File: src/rtl/pc_gen_pkg.sv
// Shared types and default vectors for the fetch-stage program-counter generator.
package pc_gen_pkg;

  localparam int          DEF_XLEN       = 32;
  localparam logic [31:0] DEF_RESET_VEC  = 32'h0000_0000;
  localparam logic [31:0] DEF_TRAP_VEC   = 32'h0000_0100;
  localparam int          DEF_STEP       = 4;
  localparam int          DEF_ALIGN_BITS = 2;

  // Encoding 3 is unused and recovers to BOOT.
  typedef enum logic [1:0] {
    BOOT = 2'd0,
    RUN  = 2'd1,
    HALT = 2'd2
  } pc_state_e;

  // Which source wins the pc update in a given cycle.
  typedef enum logic [2:0] {
    NONE     = 3'd0,
    SEQ      = 3'd1,
    BRANCH   = 3'd2,
    TRAP     = 3'd3,
    MISALIGN = 3'd4
  } pc_cause_e;

endpackage

File: src/rtl/pc_gen_if.sv
// Redirect requests and fetch handshake between resolution logic, the PC
// generator and the instruction-fetch stage.
interface pc_gen_if
  import pc_gen_pkg::*;
#(
  parameter int XLEN = DEF_XLEN
) ();

  logic            stall;
  logic            br_taken;
  logic [XLEN-1:0] br_target;
  logic            trap;
  logic            halt_req;
  logic            resume;
  logic            if_ready;
  logic [XLEN-1:0] pc;
  logic            pc_valid;
  logic [XLEN-1:0] pc_next;
  logic            misalign;
  pc_state_e       state;

  // Requester / fetch side.
  modport master (
    output stall, br_taken, br_target, trap, halt_req, resume, if_ready,
    input  pc, pc_valid, pc_next, misalign, state
  );

  // PC generator side.
  modport slave (
    input  stall, br_taken, br_target, trap, halt_req, resume, if_ready,
    output pc, pc_valid, pc_next, misalign, state
  );

endinterface

File: src/rtl/pc_next_sel.sv
// Combinational priority mux choosing the next fetch address.
// pc_next is exactly the value the pc register captures at the next edge.
module pc_next_sel
  import pc_gen_pkg::*;
#(
  parameter int              XLEN       = DEF_XLEN,
  parameter logic [XLEN-1:0] RESET_VEC  = XLEN'(DEF_RESET_VEC),
  parameter logic [XLEN-1:0] TRAP_VEC   = XLEN'(DEF_TRAP_VEC),
  parameter int              STEP       = DEF_STEP,
  parameter int              ALIGN_BITS = DEF_ALIGN_BITS
) (
  input  logic [XLEN-1:0] pc,
  input  pc_state_e       state,
  input  logic            pc_valid,
  input  logic            stall,
  input  logic            br_taken,
  input  logic [XLEN-1:0] br_target,
  input  logic            trap,
  input  logic            halt_req,
  input  logic            if_ready,
  output logic [XLEN-1:0] pc_next,
  output logic            pc_load,
  output logic            mis_det
);

  // ALIGN_BITS of zero gives an empty mask, which disables the check.
  localparam logic [XLEN-1:0] ALIGN_MASK = (XLEN'(1) << ALIGN_BITS) - XLEN'(1);

  // Sequential advance wraps modulo 2^XLEN with no carry out.
  function automatic logic [XLEN-1:0] seq_addr(input logic [XLEN-1:0] a);
    return a + XLEN'(STEP);
  endfunction

  function automatic logic target_misaligned(input logic [XLEN-1:0] t);
    return |(t & ALIGN_MASK);
  endfunction

  pc_cause_e cause;

  // Pick the winning update source, then map it to an address.
  // A halting edge does not advance: the fetch at the current pc is
  // presented again after resume.
  always_comb begin
    cause   = NONE;
    pc_next = pc;
    pc_load = 1'b0;
    mis_det = 1'b0;
    if (state == BOOT) begin
      pc_next = RESET_VEC;
      pc_load = 1'b1;
    end else if (state == RUN || state == HALT) begin
      if (trap)
        cause = TRAP;
      else if (br_taken && target_misaligned(br_target))
        cause = MISALIGN;
      else if (br_taken)
        cause = BRANCH;
      else if (state == RUN && pc_valid && if_ready && !stall && !halt_req)
        cause = SEQ;

      case (cause)
        TRAP, MISALIGN: pc_next = TRAP_VEC;
        BRANCH:         pc_next = br_target;
        SEQ:            pc_next = seq_addr(pc);
        default:        pc_next = pc;
      endcase
      pc_load = (cause != NONE);
      mis_det = (cause == MISALIGN);
    end
  end

endmodule

File: src/rtl/pc_gen_unit.sv
// RV32 fetch-stage program-counter generator: holds pc, fetch-valid,
// misalign pulse and the BOOT/RUN/HALT control state.
module pc_gen_unit
  import pc_gen_pkg::*;
#(
  parameter int              XLEN       = DEF_XLEN,
  parameter logic [XLEN-1:0] RESET_VEC  = XLEN'(DEF_RESET_VEC),
  parameter logic [XLEN-1:0] TRAP_VEC   = XLEN'(DEF_TRAP_VEC),
  parameter int              STEP       = DEF_STEP,
  parameter int              ALIGN_BITS = DEF_ALIGN_BITS
) (
  input  logic    clk,
  input  logic    rst,
  pc_gen_if.slave bus
);

  pc_state_e       state_q;
  pc_state_e       state_d;
  logic            pc_valid_q;
  logic            pc_valid_d;
  logic [XLEN-1:0] pc_q;
  logic [XLEN-1:0] pc_next;
  logic            pc_load;
  logic            mis_det;
  logic            misalign_q;

  pc_next_sel #(
    .XLEN       (XLEN),
    .RESET_VEC  (RESET_VEC),
    .TRAP_VEC   (TRAP_VEC),
    .STEP       (STEP),
    .ALIGN_BITS (ALIGN_BITS)
  ) u_sel (
    .pc        (pc_q),
    .state     (state_q),
    .pc_valid  (pc_valid_q),
    .stall     (bus.stall),
    .br_taken  (bus.br_taken),
    .br_target (bus.br_target),
    .trap      (bus.trap),
    .halt_req  (bus.halt_req),
    .if_ready  (bus.if_ready),
    .pc_next   (pc_next),
    .pc_load   (pc_load),
    .mis_det   (mis_det)
  );

  // Next control state; trap beats halt_req in RUN, trap or resume wake HALT.
  always_comb begin
    state_d    = state_q;
    pc_valid_d = 1'b0;
    case (state_q)
      BOOT: begin
        state_d    = RUN;
        pc_valid_d = 1'b1;
      end
      RUN: begin
        if (bus.halt_req && !bus.trap)
          state_d = HALT;
        else
          pc_valid_d = 1'b1;
      end
      HALT: begin
        if (bus.trap || bus.resume) begin
          state_d    = RUN;
          pc_valid_d = 1'b1;
        end
      end
      default: state_d = BOOT;
    endcase
  end

  // Register pc, control state, fetch-valid and the one-cycle misalign flag.
  always_ff @(posedge clk or negedge rst) begin
    if (!rst) begin
      state_q    <= BOOT;
      pc_valid_q <= 1'b0;
      pc_q       <= RESET_VEC;
      misalign_q <= 1'b0;
    end else begin
      state_q    <= state_d;
      pc_valid_q <= pc_valid_d;
      misalign_q <= mis_det;
      if (pc_load)
        pc_q <= pc_next;
    end
  end

  assign bus.pc       = pc_q;
  assign bus.pc_valid = pc_valid_q;
  assign bus.pc_next  = pc_next;
  assign bus.misalign = misalign_q;
  assign bus.state    = state_q;

endmodule

File: src/flat_wrapper.sv
// flat-port wrapper written by rule: the top's interface ports become plain ports
module pc_gen_unit_flat import pc_gen_pkg::*;
#(
  parameter int              XLEN       = DEF_XLEN,
  parameter logic [XLEN-1:0] RESET_VEC  = XLEN'(DEF_RESET_VEC),
  parameter logic [XLEN-1:0] TRAP_VEC   = XLEN'(DEF_TRAP_VEC),
  parameter int              STEP       = DEF_STEP,
  parameter int              ALIGN_BITS = DEF_ALIGN_BITS
)
  (clk, rst, bus_stall, bus_br_taken, bus_br_target, bus_trap, bus_halt_req, bus_resume, bus_if_ready, bus_pc, bus_pc_valid, bus_pc_next, bus_misalign, bus_state);
  pc_gen_if #(.XLEN(XLEN)) bus_i ();
  input  logic clk;
  input  logic rst;
  input wire logic [$bits(bus_i.stall)-1:0] bus_stall;
  input wire logic [$bits(bus_i.br_taken)-1:0] bus_br_taken;
  input wire logic [$bits(bus_i.br_target)-1:0] bus_br_target;
  input wire logic [$bits(bus_i.trap)-1:0] bus_trap;
  input wire logic [$bits(bus_i.halt_req)-1:0] bus_halt_req;
  input wire logic [$bits(bus_i.resume)-1:0] bus_resume;
  input wire logic [$bits(bus_i.if_ready)-1:0] bus_if_ready;
  output wire logic [$bits(bus_i.pc)-1:0] bus_pc;
  output wire logic [$bits(bus_i.pc_valid)-1:0] bus_pc_valid;
  output wire logic [$bits(bus_i.pc_next)-1:0] bus_pc_next;
  output wire logic [$bits(bus_i.misalign)-1:0] bus_misalign;
  output wire logic [$bits(bus_i.state)-1:0] bus_state;
  assign bus_i.stall = bus_stall;
  assign bus_i.br_taken = bus_br_taken;
  assign bus_i.br_target = bus_br_target;
  assign bus_i.trap = bus_trap;
  assign bus_i.halt_req = bus_halt_req;
  assign bus_i.resume = bus_resume;
  assign bus_i.if_ready = bus_if_ready;
  assign bus_pc = bus_i.pc;
  assign bus_pc_valid = bus_i.pc_valid;
  assign bus_pc_next = bus_i.pc_next;
  assign bus_misalign = bus_i.misalign;
  assign bus_state = bus_i.state;
  pc_gen_unit #(.XLEN(XLEN), .RESET_VEC(RESET_VEC), .TRAP_VEC(TRAP_VEC), .STEP(STEP), .ALIGN_BITS(ALIGN_BITS)) u_core (.clk(clk), .rst(rst), .bus(bus_i));
endmodule
File: config.mk
export PLATFORM = sky130hd
export DESIGN_NAME = pc_gen_unit_flat
export DESIGN_NICKNAME = d
export VERILOG_FILES = /design/src/rtl/pc_gen_pkg.sv /design/src/rtl/pc_gen_if.sv /design/src/rtl/pc_next_sel.sv /design/src/rtl/pc_gen_unit.sv /design/src/flat_wrapper.sv
export SDC_FILE = /design/constraint.sdc
export NUM_CORES = 1
export LEC_CHECK = 0
export CAP_MARGIN = 10
export CORE_ASPECT_RATIO = 1.1
export CORE_MARGIN = 2
export CORE_UTILIZATION = 64
export DETAILED_ROUTE_END_ITERATION = 10
export DONT_BUFFER_PORTS = 1
export GPL_ROUTABILITY_DRIVEN = 0
export PLACE_DENSITY = 0.8
export SETUP_SLACK_MARGIN = 0.1
export SYNTH_ARGS = -nofsm -noshare
export SYNTH_HDL_FRONTEND = slang
export SYNTH_SLANG_ARGS = --single-unit
File: constraint.sdc
create_clock -name clk -period 3.2 [get_ports clk]
set_input_delay 0.32 -clock clk [delete_from_list [all_inputs] [get_ports clk]]
set_output_delay 0.32 -clock clk [all_outputs]
set_load 0.05 [all_outputs]
Word level (Yosys, flattened, before mapping) --
Index checks and enable logic that the tools add are counted.
Storage, ports and cells: register bits 36, bits in latches 0, bits in writable memories 0, bits in read-only memories 0, output and inout bits 68, logic and storage cells 48, memories kept 0
Operators by class: add/subtract/negate cells 1, multiply operators 0, divide/modulo/power cells 0, magnitude comparators 0, eq/ne operators 8, shifts and indexed selects 0, multiplexer cells 19, bitwise logic cells 0, reductions and logical operators 16
Operator list (number):
- 32-bit case mux with 3 select lines | 1
- 32-bit two-way mux | 2
- 32-bit by 3-bit adder with 32-bit output (second input constant) | 1
- 3-bit two-way mux | 4
- 1-bit two-way mux | 7
- 3-bit by 2-bit equality test with 1-bit output (second input constant) | 2
- 1-bit logical AND | 6
- 2-bit two-way mux | 3
- 2-bit case mux with 3 select lines | 1
- 2-bit by 1-bit inequality test with 1-bit output (second input constant) | 2
- 2-bit OR reduction | 2
- 3-bit by 1-bit equality test with 1-bit output (second input constant) | 1
- 3-bit equality test (second input constant) | 1
- 1-bit logical NOT | 3
- 1-bit case mux with 3 select lines | 1
- 3-bit nonzero test | 1
- 2-bit by 1-bit equality test with 1-bit output (second input constant) | 1
- 2-bit equality test (second input constant) | 1
- 2-bit logical NOT | 1
- 1-bit logical OR | 2
- 2-bit AND reduction | 1

Logic depth before layout (Yosys ltp) --
Gate-level depths: netlist of run 1.
depth after elaboration 16, mapped depth 9, gate-level depth less buffers 7

By module --
A second synthesis of run 1 with hierarchy kept.
Unflattened totals: cells, all modules 334, area total of the unflattened synthesis 2991.6 um^2
Modules (own cells, without submodules):
- pc_next_sel | instances 1, cells an instance 255, area an instance 1496.4 um^2, sequential area each 0.0 um^2
- pc_gen_unit | instances 1, cells an instance 79, area an instance 1495.2 um^2, sequential area each 900.9 um^2

Least setup slack after synthesis of run 1 --
Ideal clock, no wire load.
path kind reg-to-output, start point register u_core.state_q[1] (netlist: u_core.bus.state[1]), end point output bus_pc_next[23], data arrival time 3.385 ns, path slack -0.505 ns, stages on the path, launching flop included 8, buffers on the path 1, cell sequence dfrtp_1 -> inv_1 -> ha_1 -> and3b_1 -> a21o_1 -> clkbuf_1 -> nor2_1 -> nor4_1
On the way: word-level cells in the longest chain between the ends 16, elaborated cells between the ends (all ways) 22
RTL lines:
- from (decl) | line pc_gen_unit.sv:17 | pc_state_e state_q;
- from (signal assigned) | line pc_gen_unit.sv:81 | state_q <= state_d;
- 2-bit by 1-bit equality test with 1-bit output | line pc_next_sel.sv:51, pc_next_sel.sv:58
- 1-bit logical AND (4 in a row) | line pc_next_sel.sv:58 | else if (state == RUN && pc_valid && if_ready && !stall && !halt_req)
- 1-bit two-way mux | line pc_next_sel.sv:58
- 2-bit two-way mux | line pc_next_sel.sv:56 | else if (br_taken)
- 3-bit two-way mux | line pc_next_sel.sv:54 | else if (br_taken && target_misaligned(br_target))
- 3-bit two-way mux | line pc_next_sel.sv:52 | if (trap)
- 3-bit two-way mux | line pc_next_sel.sv:51 | end else if (state == RUN || state == HALT) begin
- 3-bit two-way mux | line pc_next_sel.sv:48 | if (state == BOOT) begin
- 3-bit equality test / 3-bit by 2-bit equality test with 1-bit output (equally long branches) | line pc_next_sel.sv:61 | case (cause)
- 2-bit OR reduction | line pc_next_sel.sv:61
- 32-bit case mux with 3 select lines | line pc_next_sel.sv:61
- 32-bit two-way mux | line pc_next_sel.sv:51
- 32-bit two-way mux * | line pc_next_sel.sv:48
- to (decl) | line flat_wrapper.sv:23 | output wire logic [$bits(bus_i.pc_next)-1:0] bus_pc_next;
Every way passes the cells marked *; elsewhere a longest branch is shown, timed or not. The select of a mux whose other input is x is not followed.

Worst setup path in the final report of run 1 --
start point register u_core.state_q[1] (netlist: u_core.bus.state[1]), end point output bus_pc_next[20]
The elaborated chain is that of the path after synthesis.

==> results of run 1 <==
-- repair_timing --
item,CTS,global route
hold buffers,2,0
pin swaps,0,3
setup buffers,0,5
gates resized for setup,1,11
gates cloned,0,1
hold endpoints to repair,36,0
endpoints found under the setup margin,9,15
-- per-stage QoR --
stage | power, W | hold slack, ns | setup slack, ns | cells | area, um2
floorplan | 0.00162 | 0.0244 | 0.107 | 327 | 2700
CTS | 0.00241 | 0.0921 | 0.136 | 432 | 3440
global placement | 0.00203 | 0.0253 | 0.414 | 422 | 3320
finish | 0.00248 | 0.0904 | 0.150 | 438 | 3530
detailed placement | 0.00207 | 0.0253 | 0.254 | 422 | 3320
global route | 0.00258 | 0.0881 | 0.0277 | 438 | 3530
-- area by class of cell --
type / instances / area [um2] / area share, %
multi-input combinational: 265 / 1760 / 49.7
sequential: 36 / 903 / 25.6
timing repair buffer: 72 / 701 / 19.8
clock buffer: 8 / 90.1 / 2.55
tap: 52 / 65.1 / 1.84
inverter: 5 / 18.8 / 0.531
-- placed cells by master, fill, tap and decap left out, drive strengths merged, types with 3 or more instances in the layout --
cell,netlist,final
a31oi,4,4
a21oi,30,30
nor4,8,8
a22oi,4,4
nor3,8,8
and3,11,11
o211ai,15,15
ha,6,6
o22ai,8,8
a21o,3,3
nor2,23,23
nand4,9,9
or4,8,9
o31ai,4,4
a221oi,4,4
o21ai,28,28
and2,9,9
nand2,26,26
clkbuf,19,8
dfrtp,36,36
inv,5,5
nand3,20,20
buf,3,71
nand2b,3,3
-- per-layer routing --
layer / track usage (%) / share of wire [%] / vias to the layer above
li1: - / - / 1384
met1: 50.7 / 37 / 1549
met2: 60.8 / 49 / 265
met3: 7.06 / 12 / 33
met4: 15.5 / 2.6 / 0
met5: 0 / 0 / -
-- kinds of logic after synthesis --
group           after synthesis
compound gates              118
xor+xnor                      1
fa+ha+maj                     6
buf+inv                      27
flops                        36
mux                           2
simple gates                137
-- synthesized netlist by cell type, drive strengths merged, types with 2 or more instances --
cell,n
a21o,3
a21oi,30
a221oi,4
a22o,2
a22oi,4
a311oi,2
a31oi,4
a32oi,2
and2,9
and3,11
and3b,2
and4,2
buf,3
clkbuf,19
dfrtp,36
ha,6
inv,5
mux2i,2
nand2,26
nand2b,3
nand3,20
nand3b,2
nand4,9
nor2,23
nor2b,2
nor3,8
nor4,8
nor4b,2
o211ai,15
o21ai,28
o22ai,8
o2bb2ai,2
o31a,2
o31ai,4
o32ai,2
or3,2
or4,8
-- registers in the layout (all words and copies together), names as in the netlist --
register / count
u_core.bus.misalign: 1
u_core.bus.state: 2
u_core.bus.pc: 32
u_core.bus.pc_valid: 1
-- worst paths after layout --
kind | startpoint | endpoint | slack, ns | cells past startpoint
worst max-delay path | u_core.bus.state[1] | bus_pc_next[20] | 0.15 | 8
worst min-delay path | bus_trap | u_core.bus.misalign | 0.09 | 1
worst max register to register | u_core.bus.state[1] | u_core.bus.pc[20] | 0.88 | 7
worst min register to register | u_core.bus.state[1] | u_core.bus.state[1] | 0.65 | 2
max in group asynchronous | rst | u_core.bus.state[0] | 2.48 | 2
min in group asynchronous | rst | u_core.bus.pc[28] | 0.52 | 2
-- where the power goes --
| group | total [W] | switching (W) | leakage (nW) | internal [W] |
|---|---|---|---|---|
| clock | 0.000340 | 0.000164 | 0.0455 | 0.000176 |
| combinational | 0.00154 | 0.00109 | 0.934 | 0.000451 |
| sequential | 0.000594 | 0.0000790 | 0.490 | 0.000515 |
| total | 0.00248 | 0.00133 | 1.47 | 0.00114 |
==> out/results.txt, run 1 <==
status = finished clean
initial drt markers = 479
fraction of the mapped netlist area in compound gates = 28.6%
Die H = 71.3 um
unrepaired setup endpoints after global routing = true
Die Area = 4650 um2
Top Family by Delay on Critical Path = simple AND/OR/NAND/NOR gates
Die Span X = 65.2 um
Initial Util = 66.5%
final net count = 431
Leak = 1.47 nW
dominant cell type by area after synthesis = dfrtp_1
first-pass GRT wire length = 14.1 mm
Synth Area in XOR/XNOR = 0.332%
mux contribution to synthesized area = 0.759%
syn_nets = 373
WL/cell = 20.9 um
Slew headroom = 57.0%
Final min period = 3.05 ns
Slew @ Worst Pin = 0.644 ns
Worst EP required = 2.88 ns
Row Count = 24
Final Max Slew Viols = 0
power per cell area = 701 nW/um2
Worst setup SP type = register
number of synthesis warnings = 0
number of flops mapped to enable cells by yosys = 0
clock tree buffer depth = 2
DRT antenna net count = 0
CTS tree = built
total gr overflow = 0
Final Setup Violations = 0
hpwl dp = 6.09 mm
final setup TNS = 0 ns
Synth top area share = 34.2%
maximum VDD drop = 0.863 mV
Post-Synth Adder-Cell Area = 2.85%
max-cap violations = 0
share of layout cells above drive strength 1 = 29.3%
Layout Skew = 0.00328 ns
WS Path Type = register to output pin
simple-gate share of the synthesized area = 29.1%
H-tree levels = 2
largest family of logic cells by synthesized area = simple AND/OR/NAND/NOR gates
synth top area cells = dfrtp_1, a21oi_1, o211ai_1
final design utilization = 89.2%
largest net degree at the start of global routing = 55
Max stage delay on crit path = 0.77 ns
Port Buffers = 0
Primary FF master, synth = dfrtp_1
CP Buf/Inv Count = 2
sequential element share of the synthesized area = 34.2%
synth unique cells = 51
syn avg cell area = 8.06 um2
endpoint class of the critical path = output pin
DRT Pass-1 Iters = 6
Mapped Cells = 327
Synth Cell Area = 2640 um2
Global Route Usage Sum = 37.9%
io pins = 108
Filler cells = 199
number of global-route vias before repair = 3010
FFs w/ async S/R, synth = 100%
clk_lat worst skew = 0.29 ns
Inserted Clock Buffers = 5
core area = 3960 um2
CP max FO = 6
root buffer cell = clkbuf_8
sequence of cells on the critical path = inv_1, ha_2, nand2b_2, or4_2, nor4_1, o21ai_1, a21oi_2, buf_12
P&R area growth vs syn = 34.1%
Clock Pin Slew Worst Setup and Hold Paths = 0.07 ns
Max Fclk = 0.328 GHz
Synth Register Bits = 36
critical path's slowest cell = or4_2
CTS sink cnt = 36
crit share post-route = 95.3%
initial antenna violation count = 0
Avg Vias per Cell = 7.38
DR vias = 3231
final hold vios = 0
Critical Path AT = 2.73 ns
WL final = 9.14 mm
Worst Hold Class = input pin to register
diode count = 0
Remaining DRCs = 0
Power figures use the tool's default switching activity.
==> run 2, diff against run 1 <==
--- a/config.mk
+++ b/config.mk
@@ -13,6 +13,7 @@
 export DONT_BUFFER_PORTS = 1
 export GPL_ROUTABILITY_DRIVEN = 0
 export PLACE_DENSITY = 0.8
+export RECOVER_POWER = 25
 export SETUP_SLACK_MARGIN = 0.1
 export SYNTH_ARGS = -nofsm -noshare
 export SYNTH_HDL_FRONTEND = slang
==> constraint.sdc (replaced) <==
create_clock -name clk -period 3.16 [get_ports clk]
set_input_delay 0.316 -clock clk [delete_from_list [all_inputs] [get_ports clk]]
set_output_delay 0.316 -clock clk [all_outputs]
set_load 0.05 [all_outputs]
==> run 2 against run 1 <==
The run now ends with max-capacitance violations, max-slew violations left. Critical path depth stayed put. First-iteration DRC count is 7.9% lower. Cell area is 1.3% lower. Clock skew is 0.00071 ns lower. Power is 1.6% higher. Routed wire length is 2.1% higher. Utilization is 1.2 points lower. Non-clock buffer count is 1 higher. Critical endpoint unchanged. Largest power group unchanged.
==> out/results.txt, run 2 (synthesis gave the netlist of run 1 again) <==
final net count = 432 (was 431)
first-pass GRT wire length = 14.0 mm (was 14.1 mm)
Max Fclk = 0.324 GHz
share of layout cells above drive strength 1 = 28.7% (was 29.3%)
Filler cells = 217 (was 199)
met2 GRT Util = 66.3% (was 60.8%)
core area = 3960 um2 (unchanged)
status = finished, violations left (was finished clean)
WS Path Type = register to output pin (unchanged)
Final Max Slew Viols = 37 (was 0)
failing checks = max-capacitance violations, max-slew violations
Clock Pin Slew Worst Setup and Hold Paths = 0.07 ns (about the same)
total gr overflow = 0 (unchanged)
Slew headroom = -36.8% (was 57.0%)
hpwl dp = 6.36 mm (was 6.09 mm)
Critical Path AT = 2.77 ns (was 2.73 ns)
Max stage delay on crit path = 0.75 ns (was 0.77 ns)
sequential cell area = 903 um2 (unchanged)
P&R area growth vs syn = 32.3% (was 34.1%)
GRT busiest layer = met2 (unchanged)
Remaining DRCs = 0 (unchanged)
CP max FO = 6 (unchanged)
Leak = 1.46 nW (was 1.47 nW)
most frequent cells in the layout = buf_4, dfrtp_1, nand2_1 (unchanged)
Inserted Clock Buffers = 5 (unchanged)
CP Buf/Inv Count = 2 (unchanged)
CTS tree = built (unchanged)
sequence of cells on the critical path = inv_2, ha_1, nand2b_2, or4_2, nor4_1, o21ai_1, a21oi_2, buf_12 (was inv_1, ha_2, nand2b_2, or4_2, nor4_1, o21ai_1, a21oi_2, buf_12)
Avg Vias per Cell = 7.38 (about the same)
Die H = 71.3 um (unchanged)
Top Family by Delay on Critical Path = simple AND/OR/NAND/NOR gates (unchanged)
largest net degree at the start of global routing = 55 (unchanged)
WL final = 9.33 mm (was 9.14 mm)
Initial Util = 66.5% (unchanged)
Row Count = 24 (unchanged)
final design utilization = 88.0% (was 89.2%)
Port Buffers = 0 (unchanged)
Die Span X = 65.2 um (unchanged)
unrepaired setup endpoints after global routing = true (unchanged)
max reg flops = 32 (unchanged)
number of global-route vias before repair = 3058 (was 3010)
Worst Hold Class = input pin to register (unchanged)
WL/cell = 21.2 um (was 20.9 um)
max-cap violations = 1 (was 0)
Final Setup Violations = 0 (unchanged)
root buffer cell = clkbuf_8 (unchanged)
crit share post-route = 97.8%
diode count = 0 (unchanged)
H-tree levels = 2 (unchanged)
Worst EP required = 2.84 ns (was 2.88 ns)
power per cell area = 722 nW/um2 (was 701 nW/um2)
clock tree buffer depth = 2 (unchanged)
DR vias = 3242 (was 3231)
Worst setup SP type = register (unchanged)
met3 Use GR = 9.58% (was 7.06%)
most common cell after layout, fill and taps aside = buf_4 (unchanged)
Die Area = 4650 um2 (unchanged)
DRT antenna net count = 0 (unchanged)
Slew @ Worst Pin = 2.05 ns (was 0.644 ns)
initial drt markers = 441 (was 479)
io pins = 108 (unchanged)
DRT Pass-1 Iters = 5 (was 6)
clk_lat worst skew = 0.30 ns (was 0.29 ns)
initial antenna violation count = 0 (unchanged)
Final min period = 3.09 ns
endpoint class of the critical path = output pin (unchanged)
maximum VDD drop = 0.778 mV (was 0.863 mV)
hold slack = 0.0800 ns (was 0.0904 ns)
GR Layer Usage met1 = 45.4% (was 50.7%)
final hold vios = 0 (unchanged)
multi-input combinational cell area = 1740 um2 (was 1760 um2)
CTS sink cnt = 36 (unchanged)
Layout Skew = 0.00256 ns (was 0.00328 ns)
critical path's slowest cell = or4_2 (unchanged)
Global Route Usage Sum = 38.6% (was 37.9%)
## run 2: report_power, final
group	switching (W)	internal, W	total, W	leakage [nW]
logic	0.00110	0.000452	0.00156	0.920
registers	0.0000796	0.000522	0.000601	0.490
clock network	0.000180	0.000178	0.000359	0.0455
total	0.00136	0.00115	0.00252	1.46
## run 2: path summary, 6_finish.rpt
check	start	end	slack (ns)	depth (start not counted)
worst max-delay path	u_core.bus.state[1]	bus_pc_next[20]	0.07	8
worst min-delay path	bus_trap	u_core.bus.misalign	0.08	1
worst max register to register	u_core.bus.state[1]	u_core.bus.pc[20]	0.84	7
worst min register to register	u_core.bus.state[1]	u_core.bus.state[1]	0.63	2
max in group asynchronous	rst	u_core.bus.state[1]	0.67	2
min in group asynchronous	rst	u_core.bus.pc[29]	1.17	2
## run 2: per-stage QoR
| step | worst slack [ns] | TNS, ns | power (W) | instances | instance area [um2] |
|---|---|---|---|---|---|
| after floorplan | 0.100 | 0 | 0.00164 | 327 | 2700 |
| after global placement | 0.407 | 0 | 0.00206 | 425 | 3330 |
| after detailed placement | 0.319 | 0 | 0.00210 | 425 | 3330 |
| after CTS | 0.136 | 0 | 0.00246 | 435 | 3460 |
| after global routing | -0.0235 | -0.0235 | 0.00261 | 439 | 3490 |
| final | 0.0699 | 0 | 0.00252 | 439 | 3490 |
## run 2: cell type report
cell class                 count  area share (%)
timing repair buffer          73            19.3
inverter                       5           0.538
sequential                    36            25.9
tap                           52            1.87
multi-input combinational    265            49.8
clock buffer                   8            2.58
## run 2: worst reg2reg max path, delay by kind of cell (launching register included)
kind	cells	cell delay (ns)
AND/OR/NAND/NOR	3	1.27
flip-flops	1	0.41
AO/OA/AOI/OAI	2	0.31
adder cells (fa/ha/maj)	1	0.18
buffers and inverters	1	0.08
## run 2: timing repair
item / 4_1_cts / 5_1_grt
pin swaps: 0 / 1
hold buffers: 2 / 0
gates cloned: 0 / 1
endpoints found under the setup margin: 9 / 14
buffers inserted: 0 / 3
endpoints found under the hold margin: 36 / 0
gates resized for setup: 2 / 5
## run 2: layer usage
metal / vias up / part of all wire [%] / wire length [um]
li1: 1387 / - / -
met1: 1531 / 35 / 3300
met2: 268 / 49 / 4550
met3: 56 / 12 / 1120
met4: 0 / 3.9 / 360
met5: - / 0 / 0
